<file path="src/rtl/c64_bus_ctrl.sv">
// c64_bus_ctrl: 6510 port, C64 banking/chip-select decode and VIC DMA arbitration.
module c64_bus_ctrl #(
  parameter int STALL_CYCLES = 3,
  parameter int PORT_W = 8
) (
  input  logic              clk,
  input  logic              reset,
  input  logic [15:0]       cpu_ab,
  input  logic [7:0]        cpu_do,
  input  logic              cpu_we,
  output logic [7:0]        cpu_di,
  output logic              cpu_rdy,
  output logic [15:0]       mem_addr,
  output logic [7:0]        mem_wdata,
  output logic              ram_cs,
  output logic              ram_we,
  output logic              basic_cs,
  output logic              kernal_cs,
  output logic              char_cs,
  output logic              io_cs,
  output logic              io_we,
  input  logic [7:0]        ram_rd,
  input  logic [7:0]        basic_rd,
  input  logic [7:0]        kernal_rd,
  input  logic [7:0]        char_rd,
  input  logic [7:0]        io_rd,
  input  logic [PORT_W-1:0] port_in,
  output logic [PORT_W-1:0] port_out,
  output logic [PORT_W-1:0] port_ddr,
  input  logic              dma_req,
  output logic              dma_ack
);
  localparam int CW = $clog2(STALL_CYCLES + 1);
  typedef enum logic [2:0] {RG_RAM, RG_BASIC, RG_KERNAL, RG_CHAR, RG_IO, RG_PORT0, RG_PORT1} region_e;
  typedef enum logic [2:0] {RUN, WAIT_WR, STALL, GRANT, RELEASE} state_e;
  state_e            state_q;
  region_e           region_q, region_d;
  logic [CW-1:0]     cnt_q;
  logic              rdy_q, ack_q, vld_q;
  logic [PORT_W-1:0] ddr_q, ddr_d, pdata_q, pdata_d, port_rd;
  logic              loram, hiram, charen, in_d, io_vis, io_wr, bus_en, port_wr;
  always_comb begin
    loram   = ~ddr_q[0] | pdata_q[0];
    hiram   = ~ddr_q[1] | pdata_q[1];
    charen  = ~ddr_q[2] | pdata_q[2];
    in_d    = cpu_ab[15:12] == 4'hD;
    io_vis  = (loram | hiram) & charen;
    io_wr   = in_d & io_vis;
    bus_en  = ~ack_q;
    port_wr = bus_en & cpu_we & (cpu_ab[15:1] == 15'd0);
    region_d = cpu_ab == 16'h0000 ? RG_PORT0 :
               cpu_ab == 16'h0001 ? RG_PORT1 :
               (cpu_ab[15:13] == 3'b101 && loram && hiram) ? RG_BASIC :
               io_wr ? RG_IO :
               (in_d && (loram || hiram)) ? RG_CHAR :
               (cpu_ab[15:13] == 3'b111 && hiram) ? RG_KERNAL : RG_RAM;
    ddr_d   = (port_wr && !cpu_ab[0]) ? PORT_W'(cpu_do) : ddr_q;
    pdata_d = (port_wr && cpu_ab[0]) ? PORT_W'(cpu_do) : pdata_q;
    port_rd = (pdata_q & ddr_q) | (port_in & ~ddr_q);
  end
  assign mem_addr  = cpu_ab;
  assign mem_wdata = cpu_do;
  assign ram_cs    = bus_en & (cpu_we ? ~io_wr : region_d == RG_RAM);
  assign ram_we    = bus_en & cpu_we & ~io_wr;
  assign io_cs     = bus_en & (cpu_we ? io_wr : region_d == RG_IO);
  assign io_we     = bus_en & cpu_we & io_wr;
  assign basic_cs  = bus_en & ~cpu_we & (region_d == RG_BASIC);
  assign kernal_cs = bus_en & ~cpu_we & (region_d == RG_KERNAL);
  assign char_cs   = bus_en & ~cpu_we & (region_d == RG_CHAR);
  assign port_out  = pdata_q & ddr_q;
  assign port_ddr  = ddr_q;
  assign cpu_rdy   = rdy_q;
  assign dma_ack   = ack_q;
  // vld_q keeps cpu_di at zero until the first address has been sampled out of reset
  assign cpu_di = !vld_q ? 8'h00 :
                  region_q == RG_BASIC  ? basic_rd :
                  region_q == RG_KERNAL ? kernal_rd :
                  region_q == RG_CHAR   ? char_rd :
                  region_q == RG_IO     ? io_rd :
                  region_q == RG_PORT0  ? 8'(ddr_q) :
                  region_q == RG_PORT1  ? 8'(port_rd) : ram_rd;
  always_ff @(posedge clk or posedge reset)
    if (reset) begin
      ddr_q    <= '0;
      pdata_q  <= '0;
      region_q <= RG_RAM;
      vld_q    <= 1'b0;
    end else begin
      ddr_q    <= ddr_d;
      pdata_q  <= pdata_d;
      region_q <= region_d;
      vld_q    <= 1'b1;
    end
  always_ff @(posedge clk or posedge reset)
    if (reset) begin
      state_q <= RUN;
      cnt_q   <= '0;
      rdy_q   <= 1'b1;
      ack_q   <= 1'b0;
    end else begin
      case (state_q)
        RUN, WAIT_WR:
          if (!dma_req) begin
            state_q <= RUN;
            rdy_q   <= 1'b1;
          end else if (!cpu_we) begin
            state_q <= STALL;
            cnt_q   <= CW'(1);
            rdy_q   <= 1'b0;
          end else
            state_q <= WAIT_WR;
        STALL:
          if (!dma_req) begin
            state_q <= RUN;
            rdy_q   <= 1'b1;
          end else if (cnt_q == CW'(STALL_CYCLES)) begin
            state_q <= GRANT;
            ack_q   <= 1'b1;
          end else
            cnt_q <= cnt_q + CW'(1);
        GRANT:
          if (!dma_req) begin
            state_q <= RELEASE;
            ack_q   <= 1'b0;
          end
        default: begin
          state_q <= RUN;
          rdy_q   <= 1'b1;
        end
      endcase
    end
endmodule

</file>
<file path="config.mk">
export PLATFORM = sky130hd
export DESIGN_NAME = c64_bus_ctrl
export DESIGN_NICKNAME = d
export VERILOG_FILES = /design/src/rtl/c64_bus_ctrl.sv
export SDC_FILE = /design/constraint.sdc
export NUM_CORES = 1
export LEC_CHECK = 0
export BUFFER_PORTS_ARGS = -buffer_cell sky130_fd_sc_hd__clkbuf_2
export CAP_MARGIN = 20
export CORE_MARGIN = 3
export CORE_UTILIZATION = 35
export CTS_CLUSTER_DIAMETER = 120
export CTS_CLUSTER_SIZE = 12
export DETAILED_ROUTE_END_ITERATION = 10
export PLACE_DENSITY = 0.72
export SYNTH_ARGS = -nofsm -noshare
export SYNTH_HDL_FRONTEND = slang
export SYNTH_SLANG_ARGS = --single-unit
export TNS_END_PERCENT = 100
</file>
<file path="constraint.sdc">
create_clock -name clk -period 2.25 [get_ports clk]
set_clock_uncertainty 0.05 [all_clocks]
set_input_delay 0.45 -clock clk [delete_from_list [all_inputs] [get_ports clk]]
set_output_delay 0.45 -clock clk [all_outputs]
set_load 0.01 [all_outputs]
</file>
Yosys cells after proc, flatten, opt, wreduce, memory -nomap -nowiden
Cells that the tools add are included.
{ "op_classes": {"n_mux": 34, "n_bitwise": 27, "n_reduce_logical": 19, "addsub": 1, "eq_ne": 27} }
{ "op_table": {"columns": ["op", "count"], "rows": [
  ["8-bit 2-to-1 mux", 7],
  ["3-bit 2-to-1 mux", 7],
  ["3-bit by 2-bit equality test with 1-bit output, second input constant", 6],
  ["3-bit equality test, second input constant", 6],
  ["8-bit AND", 2],
  ["16-bit by 1-bit equality test with 1-bit output, second input constant", 1],
  ["16-bit zero test", 1],
  ["2-bit 2-to-1 mux", 8],
  ["15-bit zero test", 1],
  ["2-bit inequality test, second input constant", 7],
  ["1-bit AND", 12],
  ["3-bit by 1-bit equality test with 1-bit output, second input constant", 3],
  ["3-bit one-hot mux with 3 select lines", 1],
  ["1-bit 2-to-1 mux", 8],
  ["8-bit NOT", 1],
  ["8-bit bitwise OR", 1],
  ["1-bit NOT", 7],
  ["1-bit logical AND", 6],
  ["3-bit zero test", 2],
  ["3-bit inequality test, second input constant", 2],
  ["5-bit AND reduction", 1],
  ["4-bit equality test, second input constant", 1],
  ["1-bit bitwise OR", 4],
  ["2-bit one-hot mux with 2 select lines", 1],
  ["other kinds (11)", 12]
]} }
{ "word_totals": {"word_cells": 116, "output_inout_bits": 57, "inputBits": 76, "ff_bits": 27} }

Longest topological paths before layout
Gate-level depths: netlist of the first run.
{ "logic_depth": {"depth_word": 12, "mapped_depth": 7, "depth_no_buf": 5} }

Worst setup path after synthesis of the first run
No wires, ideal clock.
{ "synth_timing": {"path_kind": "register -> output", "from": "register region_q[0]", "to": "output cpu_di[1]", "slack_ns": 0.044, "path_buffers": 3, "arrival_time_ns": 1.706, "path_stages_with_launch": 7, "required_ns": 1.750, "path_cell_list": "dfrtp_1 -> clkbuf_1 -> clkbuf_1 -> buf_2 -> o21ai_0 -> o2bb2ai_1 -> a211oi_1"} }
{ "synth_between": {"elab_chain_cells": 8, "word_cells_on_any_way": 13, "cone_classes": "eq/ne (6); mux (7)"} }
{ "synth_rtl": {"columns": ["item", "line", "text"], "rows": [
  ["start: declaration", "37", "region_e region_q, region_d;"],
  ["start signal: assignment", "91", "region_q <= region_d;"],
  ["3-bit equality test", "81", "region_q == RG_PORT1 ? 8'(port_rd) : ram_rd;"],
  ["8-bit 2-to-1 mux", "81", null],
  ["8-bit 2-to-1 mux", "80", "region_q == RG_PORT0 ? 8'(ddr_q) :"],
  ["8-bit 2-to-1 mux", "79", "region_q == RG_IO ? io_rd :"],
  ["8-bit 2-to-1 mux", "78", "region_q == RG_CHAR ? char_rd :"],
  ["8-bit 2-to-1 mux", "77", "region_q == RG_KERNAL ? kernal_rd :"],
  ["8-bit 2-to-1 mux *", "76", "region_q == RG_BASIC ? basic_rd :"],
  ["8-bit 2-to-1 mux *", "75", "assign cpu_di = !vld_q ? 8'h00 :"],
  ["end: declaration", "11", "output logic [7:0] cpu_di,"]
]} }
Every way passes the cells marked *; elsewhere a longest branch is shown, timed or not.

Final worst setup path of the first run
{ "layout_timing": {"from": "register region_q[0]", "to": "output cpu_di[3]"} }
The elaborated chain is that of the path after synthesis.

==> impl_metrics.csv, run 1 <==
group,metric,value,unit
synth,synth-edff-count,0,
setup_path,critical_path_peak_fanout,5,
setup_path,path_class,"flip-flop to primary output",
final_layout,multiInputGateArea,1450,um2
final_layout,finalNonFillerCells,446,
synth,synth.top_cells.by_count,"dfrtp_1, buf_4, nand2b_1",
run,drv_cap,0,
setup_path,cp_top_family,"flip-flops",
die,fp.dieW,85.8,um
die,design.core.area,6030,um2
timing,fmax,0.445,GHz
synth,synth_area_leaders,"dfrtp_1, buf_4, mux2_2, mux2i_1, mux2_4",
global_route,grt_pass1_wl,10.2,mm
placed_design,place_hpwl,5.34,mm
final_layout,drive_gt1_frac,0.598,
power,ir_worst_vdd,0.000193,V
setup_path,path_buf_inv,2,
synth,ys_types,45,
drt,first_iter_violations,102,
synth,synth-seq-cells,27,
timing,setup_viol,0,
synth,synth_top_family_by_area,"simple AND/OR/NAND/NOR gates",
run_status,status,"finished, final reports clean",
synth,yosys-mux-area-fraction,0.179,
power,power.switching,0.326,mW
power,p_sw_frac,0.287,
power,clock_power_share,0.237,
clocking,cts_htree_levels,1,
placed_design,routabilityCongestion,0.852,
synth,synth_flop_cell,"dfrtp_1",
timing,finalCriticalPeriod,2.25,ns
synth,syn-cell-area,2230,um2
synth,synthSimpleGateAreaFrac,0.210,
die,dieArea,7360,um2
timing,rsz0062_at_grt,"true",
power,p_comb_frac,0.301,
setup_path,crit_slowest_cell,"dfrtp_2",
clocking,root_buffer,"clkbuf_8",
final_layout,final_nets,449,
clocking,cts_tree,"done",
global_route,gr-total-overflow,0,
die,initial_core_util,0.370,
synth,synth_most_common_cell,"dfrtp_1",
global_route,antenna_found_initial,0,
synth,avgSynthCellArea,9.13,um2
clocking,clockBufferDepth,2,
timing,fin_crit_sh,0.999,
placed_design,place_inst,432,
drt,dr.pass1.iters,4,
global_route,grt_max_degree,28,
synth,seq_area_frac_synth,0.304,
timing,hold_violations,0,
power,sequentialPowerShare,0.462,
clocking,clkSlewWorstSetupHoldPaths,0.09,ns
power,p_leak,1.61,nW
die,io_pins,133,
power,p_total,1.14,mW
timing,fin_setup_tns,0,ns
final_layout,areaGrowthSynthToFinish,45.3,%
drt,via_per_inst,5.12,
setup_path,required,1.75,ns
setup_path,crit_arrival,1.75,ns
timing,hold_slack,0.156,ns
drt,routed_wirelength,6.65,mm
drt,vias,2283,
synth,synth_area_leader_cell,"dfrtp_1",
synth,syn_inst,244,
timing,fin_ws,0.00274,ns
setup_path,reg2reg_slack,0.53,ns
final_layout,diodes,0,
synth,synth-adder-area-share,0.00562,
min_path,hold_class,"input port to async pin",
setup_path,slowest_delay,0.47,ns
synth,syn_nets,321,
synth,yosys_warnings,0,
synth,synth_compound_area_frac,0.176,
placed_design,port_buffers,132,
clocking,clk_latency,0.27,ns
drt,ant_nets,0,
synth,async_flop_share,1.00,
drt,route.detailed.drc,0,
timing,maxSlewViolCount,0,
setup_path,crit_chain,"buf_6 > or3_4 > o221ai_2 > a311oi_1 > o21a_1 > buf_2",
synth,synth_top_area_frac,0.292,
clocking,numCtsBuffers,3,
power,powerDensity,351,nW/um2
die,die-height,85.8,um
power,power.internal,0.809,mW
drt,wire_per_inst,14.9,um
clocking,clock-sinks,27,
setup_path,crit_path_end_kind,"primary output",
global_route,first_global_vias,2263,
synth,synthXorXnorAreaFrac,0,
placed_design,pre_cts_ws,-0.00412,ns
setup_path,start_kind,"flip-flop",
global_route,grt_util_all_layers,0.169,
final_layout,seqCellArea,683,um2
die,rows,28,
final_layout,fillers,568,
-- state kept, by name, indices dropped and copies added, names as in the netlist --
| name | flops |
|---|---|
| vld_q | 1 |
| pdata_q | 8 |
| state_q | 3 |
| port_ddr | 8 |
| cnt_q | 2 |
| region_q | 3 |
| cpu_rdy | 1 |
| dma_ack | 1 |
-- per-stage QoR --
step,cell area (um2),util
finish,3240,0.537
global route,3240,0.537
CTS,3030,0.503
detailed placement,2900,0.481
global placement,2900,0.481
floorplan,2230,-
-- layout by cell type (no fill, tap or decap), types with 6 or more instances in the layout --
cell type and instances:
o21a_1 6, o21ai_0 9, clkbuf_2 126, inv_1 12
and2_1 8, mux2_2 12, dfrtp_1 21, a21oi_1 10
nand2_1 6, nor2_1 10, nand2b_1 10, mux2i_1 11
buf_4 21, mux2_4 10
-- power groups by stage --
stage | logic [mW] | clock network (mW) | registers, mW
floorplan | 0.184 | 0 | 0.527
global placement | 0.298 | 0 | 0.532
detailed placement | 0.304 | 0 | 0.533
CTS | 0.317 | 0.279 | 0.523
global route | 0.375 | 0.302 | 0.527
finish | 0.341 | 0.269 | 0.525
-- cell families after synthesis --
kind of cell / after synthesis
fa+ha+maj: 1
flops: 27
other cells: 1
mux: 34
compound gates: 58
buf+inv: 47
simple gates: 76
-- metal layers --
metal | share of wire | GRT usage | vias to the layer above
met5 | 0 | 0 | -
met4 | 0.025 | 0.0561 | 0
met3 | 0.055 | 0.0115 | 12
met2 | 0.51 | 0.306 | 77
met1 | 0.41 | 0.212 | 1064
li1 | - | - | 1130
-- layout make-up --
| type | instances | area share |
|---|---|---|
| multi-input combinational | 170 | 0.448 |
| clock buffer | 4 | 0.0139 |
| tap | 75 | 0.0290 |
| timing repair buffer | 158 | 0.284 |
| sequential | 27 | 0.211 |
| inverter | 12 | 0.0139 |
-- worst paths after layout --
check	to	cells after the start	from
min	port_ddr[7]	3	reset
min in group clk	pdata_q[3]	2	cpu_do[3]
max in group asynchronous	cpu_rdy	3	reset
max	cpu_di[3]	6	region_q[0]
max reg2reg	pdata_q[4]	3	dma_ack
min reg2reg	cpu_rdy	1	state_q[2]
-- repair_timing --
action	CTS	global route
endpoints found under the setup margin	9	10
gates cloned	0	1
pin swaps	1	10
resized for setup	15	31
hold buffers	0	0
setup buffers	4	5
-- worst reg2reg max path, delay by kind of cell, from the launching register on --
kind	cells	cell delay [ns]
flops	1	0.38
mux	1	0.34
simple gates	2	0.85
No activity file was read; power rests on OpenSTA's default activity.
==> run 2, diff against run 1 <==
Settings changed: CORE_UTILIZATION 35 to 44, PLACE_DENSITY 0.72 to 0.86.
==> impl_metrics.csv, run 2 (synthesis gave the netlist of run 1 again) <==
group,metric,value,unit
run_status,status,"complete, but fails checks",
run_status,violations,"negative setup slack",
drt,wire_per_inst,15.8,um
timing,fin_crit_sh,1.03,
global_route,antenna_found_initial,0,
setup_path,rr_startpoint,"dma_ack",
clocking,cts_tree,"done",
setup_path,crit_start,"region_q[0]",
global_route,grt_pass1_wl,10.6,mm
clocking,clock-sinks,27,
final_layout,drive_gt1_frac,0.597,
global_route,grt_util_all_layers,0.218,
placed_design,place_inst,421,
timing,finalCriticalPeriod,2.31,ns
die,design.core.area,4820,um2
final_layout,final_nets,448,
power,p_leak,1.62,nW
setup_path,required,1.75,ns
power,ir_worst_vdd,0.000524,V
clocking,clk_latency,0.27,ns
final_layout,seqCellArea,682,um2
drt,route.detailed.drc,0,
die,dieArea,5950,um2
placed_design,port_buffers,132,
setup_path,critical_path_peak_fanout,6,
die,rows,25,
setup_path,path_class,"flip-flop to primary output",
clocking,clkSlewWorstSetupHoldPaths,0.10,ns
clocking,numCtsBuffers,3,
final_layout,areaGrowthSynthToFinish,43.4,%
drt,vias,2321,
die,io_pins,133,
placed_design,place_hpwl,5.23,mm
placed_design,placed_cell_area,2850,um2
final_layout,finalNonFillerCells,437,
drt,via_per_inst,5.31,
final_layout,final_cell_mix,"clkbuf_2, dfrtp_1, buf_4",
timing,hold_violations,0,
setup_path,start_kind,"flip-flop",
run,drv_cap,0,
global_route,first_global_vias,2172,
global_route,gr-total-overflow,0,
final_layout,utilization,0.663,
timing,fmax,0.434,GHz
timing,hold_slack,0.146,ns
drt,first_iter_violations,73,
drt,ant_nets,0,
timing,rsz0062_at_grt,"true",
power,p_total,1.14,mW
setup_path,crit_path_end_kind,"primary output",
timing,maxSlewViolCount,0,
die,initial_core_util,0.462,
timing,fin_setup_tns,-0.140,ns
timing,setup_viol,6,
power,powerDensity,358,nW/um2
final_layout,multiInputGateArea,1440,um2
clocking,cts_hold_buf,0,
min_path,hold_class,"input port to async pin",
final_layout,post-route-cell-area,3190,um2
die,die-height,77.1,um
clocking,root_buffer,"clkbuf_8",
clocking,cts_htree_levels,1,
placed_design,routabilityCongestion,0.869,
drt,dr.pass1.iters,4,
setup_path,crit_arrival,1.81,ns
drt,routed_wirelength,6.91,mm
final_layout,diodes,0,
placed_design,pre_cts_ws,-0.0226,ns
clocking,clockBufferDepth,2,
die,fp.dieW,77.1,um
timing,fin_ws,-0.0564,ns
final_layout,fillers,398,
global_route,grt_max_degree,28,
final_layout,final_common_cell,"clkbuf_2",
run 2: changes by cell type in the layout (fill, tap and decap cells not counted), sizes merged:
| cell | previous run | this run |
|---|---|---|
| buf | 31 | 28 |
| clkbuf | 131 | 133 |
run 2: per-layer routing:
| metal | share of wire | track usage |
|---|---|---|
| met5 | 0 | 0 |
| met4 | 0.020 | 0.0730 |
| met3 | 0.045 | 0.0364 |
| met2 | 0.53 | 0.396 |
| met1 | 0.40 | 0.259 |
run 2: area by class of cell:
type / instances / share of cell area
clock buffers: 4 / 0.0141
inverters: 12 / 0.0141
multi-input cells: 170 / 0.451
flip-flops and latches: 27 / 0.213
well taps: 67 / 0.0262
repair buffers: 157 / 0.281
run 2: timing repair:
action | in CTS | in global routing
buffers inserted | 6 | 5
pin swaps | 11 | 3
endpoints found under the setup margin | 9 | 10
cloned | 2 | 0
gates resized for setup | 35 | 14
run 2: final timing paths:
check,end,slack (ns),depth (start not counted)
hold / removal,port_ddr[3],0.15,3
setup reg to reg,pdata_q[0],0.36,3
hold reg to reg,dma_ack,0.48,1
min in group clk,pdata_q[2],0.40,2
max in group asynchronous,cpu_rdy,1.70,3
setup / recovery,cpu_di[7],-0.06,6
run 2: power by group:
part | switching [mW] | internal [mW] | total (mW)
Combinational | 0.168 | 0.175 | 0.342
Clock | 0.148 | 0.127 | 0.275
Sequential | 0.0210 | 0.505 | 0.526
run 2: critical path: stages, from the launching register on:
cell,delay [ns]
dfrtp_2,0.49
buf_12,0.16
or3_4,0.37
o221ai_2,0.19
a311oi_1,0.07
o21a_1,0.11
buf_2,0.13
==> run 3, diff against run 2 <==
Settings changed: CORE_ASPECT_RATIO from default to 0.7, CTS_CLUSTER_DIAMETER 120 to 50.
==> impl_metrics.csv, run 3 (synthesis gave the netlist of run 1 again) <==
group,metric,value,unit
run_status,status,"finished, final reports clean",
die,io_pins,133,
setup_path,start_kind,"flip-flop",
final_layout,finalNonFillerCells,429,
global_route,grt_max_degree,28,
timing,hold_violations,0,
clocking,root_buffer,"clkbuf_8",
final_layout,final_nets,441,
final_layout,final_cell_mix,"clkbuf_2, dfrtp_1, buf_4",
die,fp.dieW,91.0,um
global_route,first_global_vias,2274,
power,p_leak,1.55,nW
clocking,clock-sinks,27,
clocking,numCtsBuffers,3,
clocking,clk_latency,0.26,ns
die,initial_core_util,0.484,
drt,first_iter_violations,118,
final_layout,post-route-cell-area,3060,um2
timing,finalCriticalPeriod,2.24,ns
drt,via_per_inst,5.36,
placed_design,routabilityCongestion,0.807,
clocking,cts_htree_levels,1,
final_layout,final_common_cell,"clkbuf_2",
final_layout,areaGrowthSynthToFinish,37.3,%
global_route,antenna_found_initial,0,
timing,setup_viol,0,
drt,ant_nets,0,
global_route,use_met2,0.394,
timing,rsz0062_at_grt,"true",
run,drv_cap,0,
global_route,gr-total-overflow,0,
setup_path,path_class,"flip-flop to primary output",
final_layout,diodes,0,
global_route,grt.met1_usage,0.280,
setup_path,slowest_delay,0.45,ns
timing,maxSlewViolCount,0,
timing,fin_ws,0.00770,ns
drt,vias,2299,
setup_path,path_buf_inv,2,
drt,routed_wirelength,6.60,mm
placed_design,place_inst,422,
global_route,use_met3,0.0721,
setup_path,critical_path_peak_fanout,13,
setup_path,required,1.75,ns
setup_path,crit_arrival,1.74,ns
placed_design,port_buffers,132,
global_route,busiest_layer,"met2",
drt,wire_per_inst,15.4,um
clocking,clkSlewWorstSetupHoldPaths,0.09,ns
timing,fin_setup_tns,0,ns
clocking,clockBufferDepth,2,
setup_path,crit_path_end_kind,"primary output",
die,rows,20,
global_route,grt_util_all_layers,0.222,
timing,fin_crit_sh,0.997,
drt,route.detailed.drc,0,
power,ir_worst_vdd,0.000321,V
min_path,hold_class,"input port to async pin",
global_route,grt_pass1_wl,11.0,mm
power,powerDensity,365,nW/um2
clocking,cts_tree,"done",
die,die-height,65.5,um
setup_path,crit_chain,"buf_6 > nand2b_4 > or2_2 > o221ai_1 > a211oi_1 > clkbuf_2",
drt,dr.pass1.iters,4,
die,dieArea,5970,um2
placed_design,placed_cell_area,2850,um2
setup_path,crit_slowest_cell,"dfrtp_2",
timing,fmax,0.446,GHz
placed_design,place_hpwl,5.31,mm
setup_path,cp_top_family,"flip-flops",
placed_design,pre_cts_ws,-0.00518,ns
die,design.core.area,4600,um2
final_layout,drive_gt1_frac,0.565,
[run 3: what timing repair did]
action | in CTS | in global routing
setup buffers | 2 | 0
setup endpoints to repair | 9 | 11
pin swaps | 4 | 7
hold buffers | 0 | 0
cloned | 1 | 0
resized for setup | 14 | 21
[run 3: routing by layer]
metal	routed length, um	part of all wire
met1	2660	0.40
met2	3230	0.49
met3	712	0.11
met4	0	0
met5	0	0
[run 3: power breakdown]
part	leakage (nW)	internal, mW	switching, mW	total (mW)
Combinational	1.17	0.163	0.160	0.323
Sequential	0.355	0.505	0.0202	0.525
Clock	0.0228	0.127	0.142	0.269
Total	1.55	0.795	0.323	1.12
[run 3: per-stage QoR]
stage	hold slack [ns]	power, mW	utilization
after global routing	0.184	1.19	0.664
after floorplan	0.404	0.711	-
after detailed placement	0.446	0.838	0.620
after CTS	0.164	1.12	0.646
after global placement	0.441	0.828	0.620
final	0.158	1.12	0.664
[run 3: cell type report]
type	count	area [um2]
inverter	12	45.0
fill	392	1550
timing repair buffer	150	807
sequential	27	679
multi-input combinational	170	1400
tap	66	82.6
clock buffer	4	45.0
[run 3: tightest hold or removal path: stages]
cell	delay, ns
clkbuf_2	0.08
inv_1	0.04
buf_4	0.32
[run 3: worst paths after layout]
kind                              from           to  slack (ns)  cells after the start
max                        region_q[0]    cpu_di[1]       0.008                      6
min                              reset  region_q[0]        0.16                      3
max reg2reg                    dma_ack   pdata_q[0]        0.37                      3
min reg2reg                 pdata_q[6]   pdata_q[6]        0.47                      1
max in group asynchronous        reset      cpu_rdy        1.69                      3
min in group clk             cpu_do[5]   pdata_q[5]        0.40                      2
